[config.mk]
export PLATFORM = sky130hd
export DESIGN_NAME = module_reset_sequencer_flat
export DESIGN_NICKNAME = d
export VERILOG_FILES = /design/src/rtl/module_reset_sequencer_if.sv /design/src/rtl/module_reset_sequencer.sv /design/src/flat_wrapper.sv
export SDC_FILE = /design/constraint.sdc
export NUM_CORES = 1
export LEC_CHECK = 0
export CORE_UTILIZATION = 41
export DETAILED_ROUTE_END_ITERATION = 16
export DONT_BUFFER_PORTS = 1
export GPL_ROUTABILITY_DRIVEN = 0
export PLACE_DENSITY_LB_ADDON = 0.25
export SLEW_MARGIN = 20
export SYNTH_ARGS = -nofsm -noshare
export SYNTH_HDL_FRONTEND = slang
export SYNTH_SLANG_ARGS = --single-unit
[constraint.sdc]
create_clock -name clk -period 2 [get_ports clk]
set_input_delay 0.2 -clock clk [delete_from_list [all_inputs] [get_ports clk]]
set_output_delay 0.2 -clock clk [all_outputs]
set_load 0.02 [all_outputs]
[src/rtl/module_reset_sequencer_if.sv]
// Reset-sequencer bus: lock flag in, staged resets / ready / loss count out.
// Optional: RST_SEQ_LOSS_CNT_EN adds the loss_cnt_o signal.
interface module_reset_sequencer_if #(
    parameter int NUM_STAGES = 2,
    parameter int CNT_W      = 8
);
    logic                  locked_i;
    logic [NUM_STAGES-1:0] rst_n_o;
    logic                  ready_o;
`ifdef RST_SEQ_LOSS_CNT_EN
    logic [CNT_W-1:0]      loss_cnt_o;
`endif

    // Elaboration-time guard on the width parameters.
    if (NUM_STAGES < 1 || NUM_STAGES > 8 || CNT_W < 1) begin : g_param_chk
        $error("module_reset_sequencer_if: parameter out of range");
    end

    // Sequencer side.
    modport master (
        input  locked_i,
        output rst_n_o,
        output ready_o
`ifdef RST_SEQ_LOSS_CNT_EN
        , output loss_cnt_o
`endif
    );

    // Consumer / clock-wizard side.
    modport slave (
        output locked_i,
        input  rst_n_o,
        input  ready_o
`ifdef RST_SEQ_LOSS_CNT_EN
        , input loss_cnt_o
`endif
    );
endinterface

[src/rtl/module_reset_sequencer.sv]
// Staged active-low reset sequencer driven by a clock-wizard lock flag.
// Lock is synchronized, qualified for HOLD_CYCLES, then stages release in
// ascending order every STAGE_GAP cycles. Lock loss drops every stage at once.
// Optional: RST_SEQ_LOSS_CNT_EN adds a saturating lock-loss counter.
module module_reset_sequencer #(
    parameter int HOLD_CYCLES = 1000,
    parameter int NUM_STAGES  = 2,
    parameter int STAGE_GAP   = 16,
    parameter int CNT_W       = 8
) (
    input  logic clk,
    input  logic rst,
    module_reset_sequencer_if.master bus
);
    localparam int HW = $clog2(HOLD_CYCLES + 1);
    localparam int GW = $clog2(STAGE_GAP + 1);

    typedef enum logic [1:0] {S_WAIT, S_STABLE, S_RELEASE, S_RUN} state_t;

    if (NUM_STAGES < 1 || NUM_STAGES > 8 || HOLD_CYCLES < 1 ||
        STAGE_GAP < 1 || CNT_W < 1) begin : g_param_chk
        $error("module_reset_sequencer: parameter out of range");
    end

    state_t                state_q, state_d;
    logic [HW-1:0]         hold_q, hold_d, hold_inc;
    logic [GW-1:0]         gap_q, gap_d, gap_inc;
    logic [NUM_STAGES-1:0] rel_q, rel_d, rel_next;
    logic                  sync1, lock_s;

    // Two-flop synchronizer for the asynchronous lock flag.
    always_ff @(posedge clk) begin
        if (!rst) begin
            sync1  <= 1'b0;
            lock_s <= 1'b0;
        end else begin
            sync1  <= bus.locked_i;
            lock_s <= sync1;
        end
    end

    // State, counters and the thermometer-coded release register.
    always_ff @(posedge clk) begin
        if (!rst) begin
            state_q <= S_WAIT;
            hold_q  <= '0;
            gap_q   <= '0;
            rel_q   <= '0;
        end else begin
            state_q <= state_d;
            hold_q  <= hold_d;
            gap_q   <= gap_d;
            rel_q   <= rel_d;
        end
    end

    assign hold_inc = hold_q + HW'(1);
    assign gap_inc  = gap_q + GW'(1);
    // Shifting in a one keeps the output a thermometer code.
    assign rel_next = (rel_q << 1) | NUM_STAGES'(1);

    // Next-state logic; lock loss is checked before any release so it wins.
    always_comb begin
        state_d = state_q;
        hold_d  = hold_q;
        gap_d   = gap_q;
        rel_d   = rel_q;
        case (state_q)
            S_WAIT: begin
                rel_d  = '0;
                hold_d = '0;
                gap_d  = '0;
                if (lock_s) begin
                    if (HOLD_CYCLES == 1) begin
                        rel_d   = NUM_STAGES'(1);
                        state_d = (NUM_STAGES == 1) ? S_RUN : S_RELEASE;
                    end else begin
                        hold_d  = HW'(1);
                        state_d = S_STABLE;
                    end
                end
            end
            S_STABLE: begin
                if (!lock_s) begin
                    // Dropout before any release is a restart, not a loss.
                    hold_d  = '0;
                    state_d = S_WAIT;
                end else if (hold_inc == HW'(HOLD_CYCLES)) begin
                    hold_d  = '0;
                    gap_d   = '0;
                    rel_d   = NUM_STAGES'(1);
                    state_d = (NUM_STAGES == 1) ? S_RUN : S_RELEASE;
                end else begin
                    hold_d  = hold_inc;
                end
            end
            S_RELEASE: begin
                if (!lock_s) begin
                    rel_d   = '0;
                    gap_d   = '0;
                    state_d = S_WAIT;
                end else if (gap_inc == GW'(STAGE_GAP)) begin
                    rel_d   = rel_next;
                    gap_d   = '0;
                    if (&rel_next) state_d = S_RUN;
                end else begin
                    gap_d   = gap_inc;
                end
            end
            S_RUN: begin
                if (!lock_s) begin
                    rel_d   = '0;
                    state_d = S_WAIT;
                end
            end
            default: begin
                rel_d   = '0;
                state_d = S_WAIT;
            end
        endcase
    end

    assign bus.rst_n_o = rel_q;
    assign bus.ready_o = (state_q == S_RUN);

`ifdef RST_SEQ_LOSS_CNT_EN
    logic [CNT_W-1:0] loss_q;
    logic             loss_evt;

    // Only a drop after at least one stage has released counts as a loss.
    assign loss_evt = !lock_s && (state_q == S_RELEASE || state_q == S_RUN);

    // Saturating lock-loss counter.
    always_ff @(posedge clk) begin
        if (!rst)                          loss_q <= '0;
        else if (loss_evt && loss_q != '1) loss_q <= loss_q + CNT_W'(1);
    end

    assign bus.loss_cnt_o = loss_q;
`endif
endmodule

[src/flat_wrapper.sv]
// flat-port wrapper written by rule: the top's interface ports become plain ports
module module_reset_sequencer_flat 
#(
    parameter int HOLD_CYCLES = 1000,
    parameter int NUM_STAGES  = 2,
    parameter int STAGE_GAP   = 16,
    parameter int CNT_W       = 8
)
  (clk, rst, bus_locked_i, bus_rst_n_o, bus_ready_o);
  module_reset_sequencer_if #(.NUM_STAGES(NUM_STAGES), .CNT_W(CNT_W)) bus_i ();
  input  logic clk;
  input  logic rst;
  input wire logic [$bits(bus_i.locked_i)-1:0] bus_locked_i;
  output wire logic [$bits(bus_i.rst_n_o)-1:0] bus_rst_n_o;
  output wire logic [$bits(bus_i.ready_o)-1:0] bus_ready_o;
  assign bus_i.locked_i = bus_locked_i;
  assign bus_rst_n_o = bus_i.rst_n_o;
  assign bus_ready_o = bus_i.ready_o;
  module_reset_sequencer #(.HOLD_CYCLES(HOLD_CYCLES), .NUM_STAGES(NUM_STAGES), .STAGE_GAP(STAGE_GAP), .CNT_W(CNT_W)) u_core (.clk(clk), .rst(rst), .bus(bus_i));
endmodule
# Word level (Yosys, flattened, before mapping)
# Index checks and enable logic that the tools add are counted.
[word_totals]
word_cells = 48
register_bits = 21
out_inout_bits = 3
inputBits = 3
[op_classes]
mux = 22
reduce_logical = 6
eq_ne = 12
add_sub_neg = 2
[op_table]
columns = ["cell", "n"]
rows = [
  ["$mux 2", 11],
  ["$mux 10", 2],
  ["$mux 5", 4],
  ["$pmux 10 s2", 1],
  ["$pmux 2 s4", 2],
  ["$pmux 5 s3", 1],
  ["$add 10x1->10 const B", 1],
  ["$eq 10x10->1 const B", 1],
  ["$ne 2x1->1 const B", 3],
  ["$ne 3x3->1 const B", 2],
  ["$add 5x1->5 const B", 1],
  ["$eq 5x5->1 const B", 1],
  ["$reduce_and 5->1", 1],
  ["$eq 2x2->1 const B", 2],
  ["$reduce_and 4->1", 1],
  ["$ne 3x2->1 const B", 1],
  ["$reduce_and 3->1", 1],
  ["$reduce_bool 3->1", 1],
  ["$eq 2x1->1 const B", 1],
  ["$logic_not 2->1", 1],
  ["$ne 2x2->1 const B", 1],
  ["$reduce_bool 2->1", 1],
  ["$mux 1", 1],
]

# Logic depth before layout (Yosys ltp)
# Gate-level depths: netlist (run 1).
[logic_depth]
word_depth = 5
depth_mapped = 9
depth_no_buf = 7

# Least setup slack after synthesis (run 1)
# OpenSTA, ideal clock, no wires.
[synth_timing]
path_type = "reg2reg"
startpoint = "reg u_core.hold_q[0]"
endpoint = "reg u_core.rel_q[1], in the netlist u_core.bus.rst_n_o[1]"
period_less_slack_ns = 1.833
path_buffers = 2
required_time_ns = 1.880
path_slack_ns = 0.167
setup_ns = 0.120
stages_incl_launch_ff = 9
arrival_ns = 1.714
path_cell_list = "dfxtp_1 > ha_1 > nand3_1 > nor3_2 > and3_1 > buf_6 > buf_8 > nor2_2 > o31a_1"
[synth_between]
elab_chain_len = 4
[synth_rtl]
columns = ["item", "line_no", "source"]
rows = [
  ["from (decl)", "module_reset_sequencer.sv:26", "logic [HW-1:0] hold_q, hold_d, hold_inc;"],
  ["from (signal assigned)", "module_reset_sequencer.sv:51", "hold_q <= hold_d;"],
  ["$add 10x1->10", "module_reset_sequencer.sv:57", "assign hold_inc = hold_q + HW'(1);"],
  ["$eq 10x10->1", "module_reset_sequencer.sv:88", "end else if (hold_inc == HW'(HOLD_CYCLES)) begin"],
  ["$ne 2x1->1 (no source line)", "n/a", ""],
  ["$reduce_and 4->1 (no source line)", "n/a", ""],
  ["to (signal assigned)", "module_reset_sequencer.sv:53", "rel_q <= rel_d;"],
  ["to (decl)", "module_reset_sequencer.sv:28", "logic [NUM_STAGES-1:0] rel_q, rel_d, rel_next;"],
]
# Every way passes these cells.
# A chain may end at the register's enable or synchronous reset.

# Final worst setup path (run 1)
[layout_timing]
startpoint = "reg u_core.hold_q[4]"
endpoint = "reg u_core.state_q[0]"
[layout_between]
elab_chain_len = 4
[layout_rtl]
columns = ["item", "line_no", "source"]
rows = [
  ["$add 10x1->10", "module_reset_sequencer.sv:57", ""],
  ["$eq 10x10->1", "module_reset_sequencer.sv:88", ""],
  ["$ne 3x3->1 (no source line)", "n/a", ""],
  ["$reduce_and 5->1 (no source line)", "n/a", ""],
  ["to (signal assigned)", "module_reset_sequencer.sv:50", "state_q <= state_d;"],
  ["to (decl)", "module_reset_sequencer.sv:25", "state_t state_q, state_d;"],
]
# Every way passes these cells.

==> results of run 1 <==
[cells in the final DEF (no fill, tap or decap), types with 5 or more instances in the layout]
cell type,instances
nand3_1,9
mux2i_1,5
nor2b_1,5
dfxtp_1,17
a21oi_1,6
o21a_1,6
o21ai_0,6
nand2_1,21
buf_4,11
nor2_1,12
ha_1,5
[cell families after synthesis]
| kind of cell | synth area share (%) |
|---|---|
| muxes | 4.43 |
| and+or+nand+nor | 29.5 |
| AOI/OAI and AO/OA | 23.8 |
| adders and majority gates | 5.42 |
| buffers and inverters | 4.79 |
| DFF | 30.4 |
| xor gates and xnor gates | 1.81 |
[state kept, by name, summed over array words and instances, names as in the netlist]
name                flops
u_core.hold_q          10
u_core.gap_q            5
u_core.state_q          2
u_core.sync1            1
u_core.bus.rst_n_o      2
u_core.lock_s           1
[how the worst max path moves through the flow]
| stage | startpoint | to | slack [ps] | depth (start not counted) |
|---|---|---|---|---|
| after detailed placement | u_core.hold_q[3] | u_core.hold_q[3] | 70 | 7 |
| after floorplan | u_core.hold_q[0] | u_core.bus.rst_n_o[1] | 170 | 8 |
| final | u_core.hold_q[4] | u_core.state_q[0] | 70 | 7 |
| after CTS | u_core.hold_q[0] | u_core.state_q[0] | 20 | 7 |
| after global routing | u_core.hold_q[4] | u_core.state_q[0] | -20 | 7 |
| after global placement | u_core.hold_q[3] | u_core.hold_q[5] | 90 | 7 |
[power groups by stage]
stage | sequential, uW | clock (uW) | combinational [uW]
CTS | 433 | 226 | 105
floorplan | 440 | 0 | 80.6
finish | 431 | 213 | 106
global placement | 442 | 0 | 101
global route | 433 | 240 | 116
detailed placement | 442 | 0 | 100
[cell usage after synthesis, types with 4 or more instances]
cell      count
a211oi_1      4
a21oi_1       6
clkbuf_1      4
dfxtp_1      21
ha_1          6
inv_1         4
mux2i_1       5
nand2_1      21
nand2b_1      4
nand3_1       9
nor2_1       12
nor2b_1       5
o21a_1        6
o21ai_0       6
[metrics by stage]
step / power [uW] / setup WS [ps] / setup TNS, ps
floorplan: 520 / 167 / 0
global placement: 543 / 91.7 / 0
detailed placement: 542 / 66.8 / 0
CTS: 764 / 24.4 / 0
global route: 790 / -18.6 / -18.6
finish: 751 / 67.2 / 0
[what timing repair did]
item,in CTS,in global routing
resized for setup,0,9
hold endpoints to repair,4,0
hold buffers,2,0
setup endpoints to repair,0,17
[final cells by class]
| type | count | area [um^2] |
|---|---|---|
| sequential | 21 | 428 |
| tap | 44 | 55.1 |
| timing repair buffer | 13 | 103 |
| clock buffer | 4 | 26.3 |
| fill | 292 | 1590 |
| multi-input combinational | 137 | 913 |
| inverter | 4 | 15.0 |
[per-layer routing]
layer  share of wire, %  vias to the layer above  track usage [%]
met5                  0                        -                0
met4               0.63                        0             5.98
met1                 48                      607             28.3
li1                   -                      654                -
met2                 46                       49             29.4
met3                5.3                        2             4.55
==> impl_metrics.ini, run 1 <==
[hold_path]
holdCritStartpoint = rst
hold_end = u_core.gap_q[3]
hold_path_depth = 2
hold_class = primary input to register

[final_layout]
fin_area_um2 = 1540
postLayoutCoreUtil_pct = 49.2
diodes = 0
instances_no_fill = 223
layout.nets = 189
syn_to_final_growth_pct = 11.2
drive_gt1_share_pct = 16.8

[synthesis]
ys_ff_latch = 21
ys_seq_area_share_pct = 30.4
yosys-top-cells-area = dfxtp_1 (30%), nand2_1 (5.7%), ha_1 (5.4%)
ys_async_sr_fraction_pct = 0
synth_cells = 170
ys.warnings.count = 0
synth_nets = 179
synth_ff_type = dfxtp_1
ys_types = 50
netlist_area_um2 = 1390
yosysTopAreaCellShare_pct = 30.4
syn_area_per_cell_um2 = 8.15
synth-edff-count = 0
synth_top_cell_by_area = dfxtp_1

[timing]
final.min_clock_period_ps = 1930
final_hold_viol_count = 0
setup_viol = 0
max_slew_margin_pct = 75.4
holdWs_ps = 23.4
fin_skew_ps = 6.93
drv_slew = 0
worst_slew_pin_slew_ps = 368
finalCritPeriodShare_pct = 96.6
timing.fmax_mhz = 517

[grt]
grt_pass1_vias = 1179
grt_overflow = 0
grt_usage_pct = 19.8
antenna_found_initial = 0
grt_max_degree = 17
grt_pass1_wl_mm = 5.40

[setup_path]
path_max_fanout = 8
ff2ff_setup_slack_ps = 70
cp-end-kind = register
worstPathCellList = or2_1 -> mux2_2 -> nor3_4 -> and3_1 -> buf_4 -> o21ai_1 -> a211oi_1
cp.buffers_inverters = 1
r2r_start = u_core.hold_q[4]
crit_type = register to register
critical-path-slowest-cell = dfxtp_2
arrival_ps = 2160
worst_setup_path_start_kind = register
required_ps = 2230
reg2reg_depth = 7
max_stage_delay_ps = 370
critPathTopFamily = simple AND/OR/NAND/NOR gates
rr_endpoint = u_core.state_q[0]

[power_and_ir_drop]
switchingPower_uw = 204
leakagePower_uw = 0.000567
switching_share_pct = 27.1
comb_power_share_pct = 14.1
clockPowerShare_pct = 28.4
powerDensity_nw_per_um2 = 488
p_int_uw = 547
vdd_drop_max_mv = 0.333
pwr-share-seq_pct = 57.5

[cts]
cts.sinks = 21
clockRootBuffer = clkbuf_4
cts_tree = yes
clk_pin_slew_worst_paths_ps = 120
clk_path_buf_depth = 2
clock_latency_ps = 310
post_cts.repair.setup_buffers = 0
htreeDepth = 1
cts-buffers-inserted = 3

[floorplanning]
coreArea_um2 = 3130
dieHeight_um = 60.1
die_x_um = 60.1
dieArea_um2 = 3610
rows = 20
num_io_pins = 6
start_util_pct = 44.3

[route]
drtAntennaViolNets = 0
post_drt_wl_per_cell_um = 14.3
wirelength_mm = 3.20
vias = 1312
drc = 0
vias_per_cell = 5.88
first_iter_violations = 74
drtPass1Iterations = 5

[placement]
hpwlAfterDp_mm = 2.25
place_area_um2 = 1470
place_inst = 217
port_buffers = 0

[job]
maxCapViolCount = 0

[status]
status = finished, final reports clean
(Power assumes the default switching activity.)
==> inputs of run 2 (changes only) <==
- ABC_AREA: unset -> 1
- SLEW_MARGIN: 20 -> unset
==> impl_metrics.ini, run 2 <==
[power_and_ir_drop]
powerDensity_nw_per_um2 = 935
clockPowerShare_pct = 15.7
pwr-share-seq_pct = 40.1
switching_share_pct = 44.4
comb_power_share_pct = 44.1
total_power_uw = 1330
p_int_uw = 741
vdd_drop_max_mv = 0.533
switchingPower_uw = 592
leakagePower_uw = 0.000571

[floorplanning]
dieHeight_um = 58.5
dieArea_um2 = 3430
die_x_um = 58.5
start_util_pct = 42.9
coreArea_um2 = 3050
num_io_pins = 6
rows = 20

[placement]
port_buffers = 0
place_area_um2 = 1380
hpwlAfterDp_mm = 2.18

[timing]
setup_viol = 0
tns_ps = 0
final.min_clock_period_ps = 1850
final_hold_viol_count = 0
worst_slew_pin_slew_ps = 399
timing.fmax_mhz = 540
fin_skew_ps = 9.47
max_slew_margin_pct = 73.4
finalCritPeriodShare_pct = 92.6
rsz0062_at_grt = false
drv_slew = 0

[grt]
grt_overflow = 0
grt_usage_pct = 18.3
grt_pass1_vias = 1159
antenna_found_initial = 0
grt_max_degree = 13
grt_pass1_wl_mm = 4.83

[cts]
clk_pin_slew_worst_paths_ps = 130
post_cts.repair.setup_buffers = 0
cts_resized = 0
htreeDepth = 1
cts_tree = yes
cts-buffers-inserted = 3
clk_path_buf_depth = 2
cts.sinks = 21
clock_latency_ps = 310
clockRootBuffer = clkbuf_4

[final_layout]
n_fill_cell = 334
regMostFlops = u_core.hold_q
diodes = 0
postLayoutCoreUtil_pct = 46.7
drive_gt1_share_pct = 7.41
syn_to_final_growth_pct = 8.88
final_cell_mix = nand2_1 (48), nor2_1 (35), inv_1 (29)
fin_area_um2 = 1430
largest_register_ffs = 10
layout.nets = 226
final_common_cell = nand2_1
reg.largest.list = u_core.hold_q (10), u_core.gap_q (5)

[synthesis]
ys.warnings.count = 0
ys_seq_area_share_pct = 32.1
synth.most_common_cell = nand2_1
syn_area_per_cell_um2 = 6.27
synth_ff_type = dfxtp_1
synth-edff-count = 0
yosys-top-cells-area = dfxtp_1 (32%), nand2_1 (14%), nor2_1 (10%)
synth_top_cells_by_count = nand2_1 (48), nor2_1 (35), inv_1 (29)
ys_types = 22
ys_ff_latch = 21
ys_async_sr_fraction_pct = 0
synth_nets = 218
yosysTopAreaCellShare_pct = 32.1
netlist_area_um2 = 1310
synth_cells = 209
synth_top_cell_by_area = dfxtp_1

[setup_path]
worst_setup_path_start_kind = register
cp-end-kind = register
crit_type = register to register
required_ps = 2210
path_max_fanout = 6
arrival_ps = 2060

[hold_path]
hold_class = primary input to register

[route]
first_iter_violations = 49
vias = 1250
vias_per_cell = 4.81
drtAntennaViolNets = 0
post_drt_wl_per_cell_um = 11.1
drtPass1Iterations = 4
wirelength_mm = 2.89
drc = 0

[job]
maxCapViolCount = 0

[status]
status = finished, final reports clean
## run 2: changes by cell type after synthesis, sizes merged, moves of 4 or more
| cell | before | now |
|---|---|---|
| nand3 | 9 | 19 |
| nor2b | 5 | 0 |
| nand2b | 4 | 0 |
| a21oi | 6 | 16 |
| nor2 | 13 | 37 |
| xor2 | 0 | 4 |
| inv | 4 | 29 |
| o21a | 6 | 0 |
| nand2 | 21 | 54 |
| mux2i | 5 | 0 |
| a211oi | 4 | 0 |
## run 2: worst max-delay path, cell delays in order (launching register included)
cell and delay, ps:
dfxtp_1 390, ha_1 220, nand2_1 100, nor2_1 120
nor2_1 40, nor2_1 120, nand2_1 100, nor2_1 180
nand2_2 150, nand2_2 130, nand3_1 90, nand2_1 80
nor2_1 40
## run 2: layout make-up
cell class                 instances  area (um^2)  share of cell area, %
inverter                          30          113                   7.89
tap                               44         55.1                   3.86
multi-input combinational        156          768                   53.9
clock inverter                     1         5.00                  0.351
timing repair buffer               5         42.5                   2.98
sequential                        21          420                   29.5
clock buffer                       3         22.5                   1.58
## run 2: kinds of logic after synthesis
logic type / after synthesis / synth area share (%)
compound gates: 24 / 9.65
fa+ha+maj: 6 / 5.73
simple gates: 122 / 40.6
buf+inv: 32 / 9.26
xor+xnor: 4 / 2.67
flops: 21 / 32.1
## run 2: worst paths after layout
check / from / endpoint / slack (ps) / cells past startpoint
setup / recovery: u_core.hold_q[1] / u_core.state_q[1] / 150 / 12
hold / removal: rst / u_core.hold_q[8] / 20 / 2
setup reg to reg: u_core.hold_q[1] / u_core.state_q[1] / 150 / 12
hold reg to reg: u_core.sync1 / u_core.lock_s / 430 / 2
## run 2: repair_timing
action,4_1_cts,5_1_grt
hold endpoints to repair,9,0
endpoints found under the setup margin,0,0
hold buffers,2,0
## run 2: power by group through the flow
| stage | registers, uW | clock network (uW) | logic (uW) |
|---|---|---|---|
| global placement | 546 | 0 | 578 |
| finish | 535 | 210 | 589 |
| global route | 545 | 231 | 673 |
| detailed placement | 544 | 0 | 579 |
| floorplan | 535 | 0 | 456 |
| CTS | 535 | 221 | 588 |
## run 2: through the flow
step	std cells	hold WS [ps]	worst slack, ps
global route	260	12.4	4.99
finish	260	15.7	149
floorplan	209	298	359
CTS	260	5.17	171
detailed placement	254	299	192
global placement	254	307	199
## run 2: routing by layer
| layer | part of all wire (%) | routed length, um | vias up | global-route usage [%] |
|---|---|---|---|---|
| met1 | 50 | 1450 | 560 | 23.0 |
| li1 | - | - | 676 | - |
| met5 | 0 | 0 | - | 0 |
| met2 | 46 | 1340 | 8 | 30.9 |
| met4 | 2.0 | 59 | 0 | 8.84 |
| met3 | 1.5 | 43 | 6 | 2.42 |
==> inputs of run 3 (changes only) <==
- PLACE_DENSITY_LB_ADDON: 0.25 -> unset
- SLEW_MARGIN: unset -> 15
==> impl_metrics.ini, run 3 (synthesized netlist as in run 2, its figures left out) <==
[final_layout]
reg.largest.list = u_core.hold_q (10), u_core.gap_q (5)
n_fill_cell = 332
final_cell_mix = nand2_1 (48), nor2_1 (34), inv_1 (29)
final_common_cell = nand2_1
regMostFlops = u_core.hold_q
diodes = 0
postLayoutCoreUtil_pct = 47.7
layout.nets = 228
largest_register_ffs = 10
drive_gt1_share_pct = 8.72
syn_to_final_growth_pct = 11.1

[hold_path]
holdCritStartpoint = rst
hold_end = u_core.hold_q[5]
hold_class = primary input to register
hold_path_depth = 2

[timing]
fin_skew_ps = 4.03
final_hold_viol_count = 0
setup_viol = 0
tns_ps = 0
final.min_clock_period_ps = 1820
finalCritPeriodShare_pct = 90.9
layout_setup_ws_ps = 183
drv_slew = 0
timing.fmax_mhz = 550
holdWs_ps = 24.2
worst_slew_pin_slew_ps = 398
max_slew_margin_pct = 73.5

[setup_path]
path_max_fanout = 7
cp-end-kind = register
ff2ff_setup_slack_ps = 180
crit_type = register to register
reg2reg_depth = 12
required_ps = 2210
worst_setup_path_start_kind = register
rr_endpoint = u_core.state_q[1]
r2r_start = u_core.hold_q[0]
arrival_ps = 2030

[power_and_ir_drop]
switchingPower_uw = 582
clockPowerShare_pct = 15.2
p_int_uw = 763
leakagePower_uw = 0.000573
comb_power_share_pct = 45.1
vdd_drop_max_mv = 0.553
switching_share_pct = 43.3
pwr-share-seq_pct = 39.8
powerDensity_nw_per_um2 = 925
total_power_uw = 1350

[floorplanning]
dieHeight_um = 58.5
dieArea_um2 = 3430
die_x_um = 58.5
coreArea_um2 = 3050
rows = 20
num_io_pins = 6
start_util_pct = 42.9

[route]
drtAntennaViolNets = 0
first_iter_violations = 74
vias_per_cell = 5.00
drt-met1-wl_mm = 1.33
post_drt_wl_per_cell_um = 11.3
routed-wl-met2_mm = 1.42
drc = 0
drtPass1Iterations = 5
wirelength_mm = 2.97
top_layer_used = met4
wl_met3_um = 137
vias = 1309

[grt]
antenna_found_initial = 0
grt_pass1_vias = 1138
grt_overflow = 0
grt_max_degree = 12
grt_usage_pct = 19.0
grt_pass1_wl_mm = 4.94

[cts]
htreeDepth = 1
clockRootBuffer = clkbuf_4
cts_tree = yes
clk_pin_slew_worst_paths_ps = 110
cts-buffers-inserted = 3
cts.sinks = 21
clk_path_buf_depth = 2
clock_latency_ps = 300

[placement]
port_buffers = 0
hpwlAfterDp_mm = 2.30
dpl_worst_slack_ps = 80.9

[job]
maxCapViolCount = 0

[status]
status = finished, final reports clean
-- run 3: cell count changes in the layout (fill, tap and decap cells not counted), sizes merged --
| cell | change |
|---|---|
| clkinv | -1 |
| dlygate4sd3 | +2 |
| clkbuf | +1 |
-- run 3: worst max-delay path by stage --
stage	from	to	slack [ps]	cells after the start
floorplan	u_core.hold_q[0]	u_core.state_q[0]	360	12
global placement	u_core.hold_q[0]	u_core.hold_q[2]	100	10
detailed placement	u_core.hold_q[0]	u_core.hold_q[2]	80	10
CTS	u_core.hold_q[0]	u_core.state_q[1]	50	12
global route	u_core.hold_q[0]	u_core.state_q[1]	-2	12
finish	u_core.hold_q[0]	u_core.state_q[1]	180	12
-- run 3: power by group through the flow --
stage	combinational (uW)	clock, uW	sequential (uW)
2_1_floorplan	456	0	535
3_3_place_gp	585	0	544
3_5_place_dp	597	0	546
4_1_cts	604	214	536
5_1_grt	694	240	544
6_report	606	204	535
-- run 3: cell type report --
| type | instances | area (um^2) | area share [%] |
|---|---|---|---|
| timing repair buffer | 7 | 62.6 | 4.30 |
| tap | 44 | 55.1 | 3.78 |
| sequential | 21 | 425 | 29.2 |
| inverter | 30 | 113 | 7.74 |
| clock buffer | 4 | 26.3 | 1.81 |
| multi-input combinational | 156 | 773 | 53.1 |
-- run 3: routing by layer --
metal	track usage [%]	vias up
met5	0	-
met4	12.9	0
met3	5.05	11
met2	31.0	32
met1	21.7	583
li1	-	683
-- run 3: worst max-delay path: stages (launching register included) --
cell     delay, ps
dfxtp_4        400
ha_2           210
nand2_1        100
nor2_1         130
nor2_1          50
nor2_1         120
nand2_1        110
nor2_2         140
nand2_2        130
nand2_2        140
nand3_1         90
nand2_1         70
nor2_1          40
-- run 3: through the flow --
step | cell area (um^2) | std cells
2_1_floorplan | 1310 | 209
3_3_place_gp | 1380 | 254
3_5_place_dp | 1380 | 254
4_1_cts | 1440 | 261
5_1_grt | 1460 | 262
6_report | 1460 | 262
-- run 3: what timing repair did --
item	4_1_cts	5_1_grt
gates resized for setup	0	5
hold buffers	3	1
hold endpoints to repair	6	2
buffers inserted	0	0
setup endpoints to repair	0	15
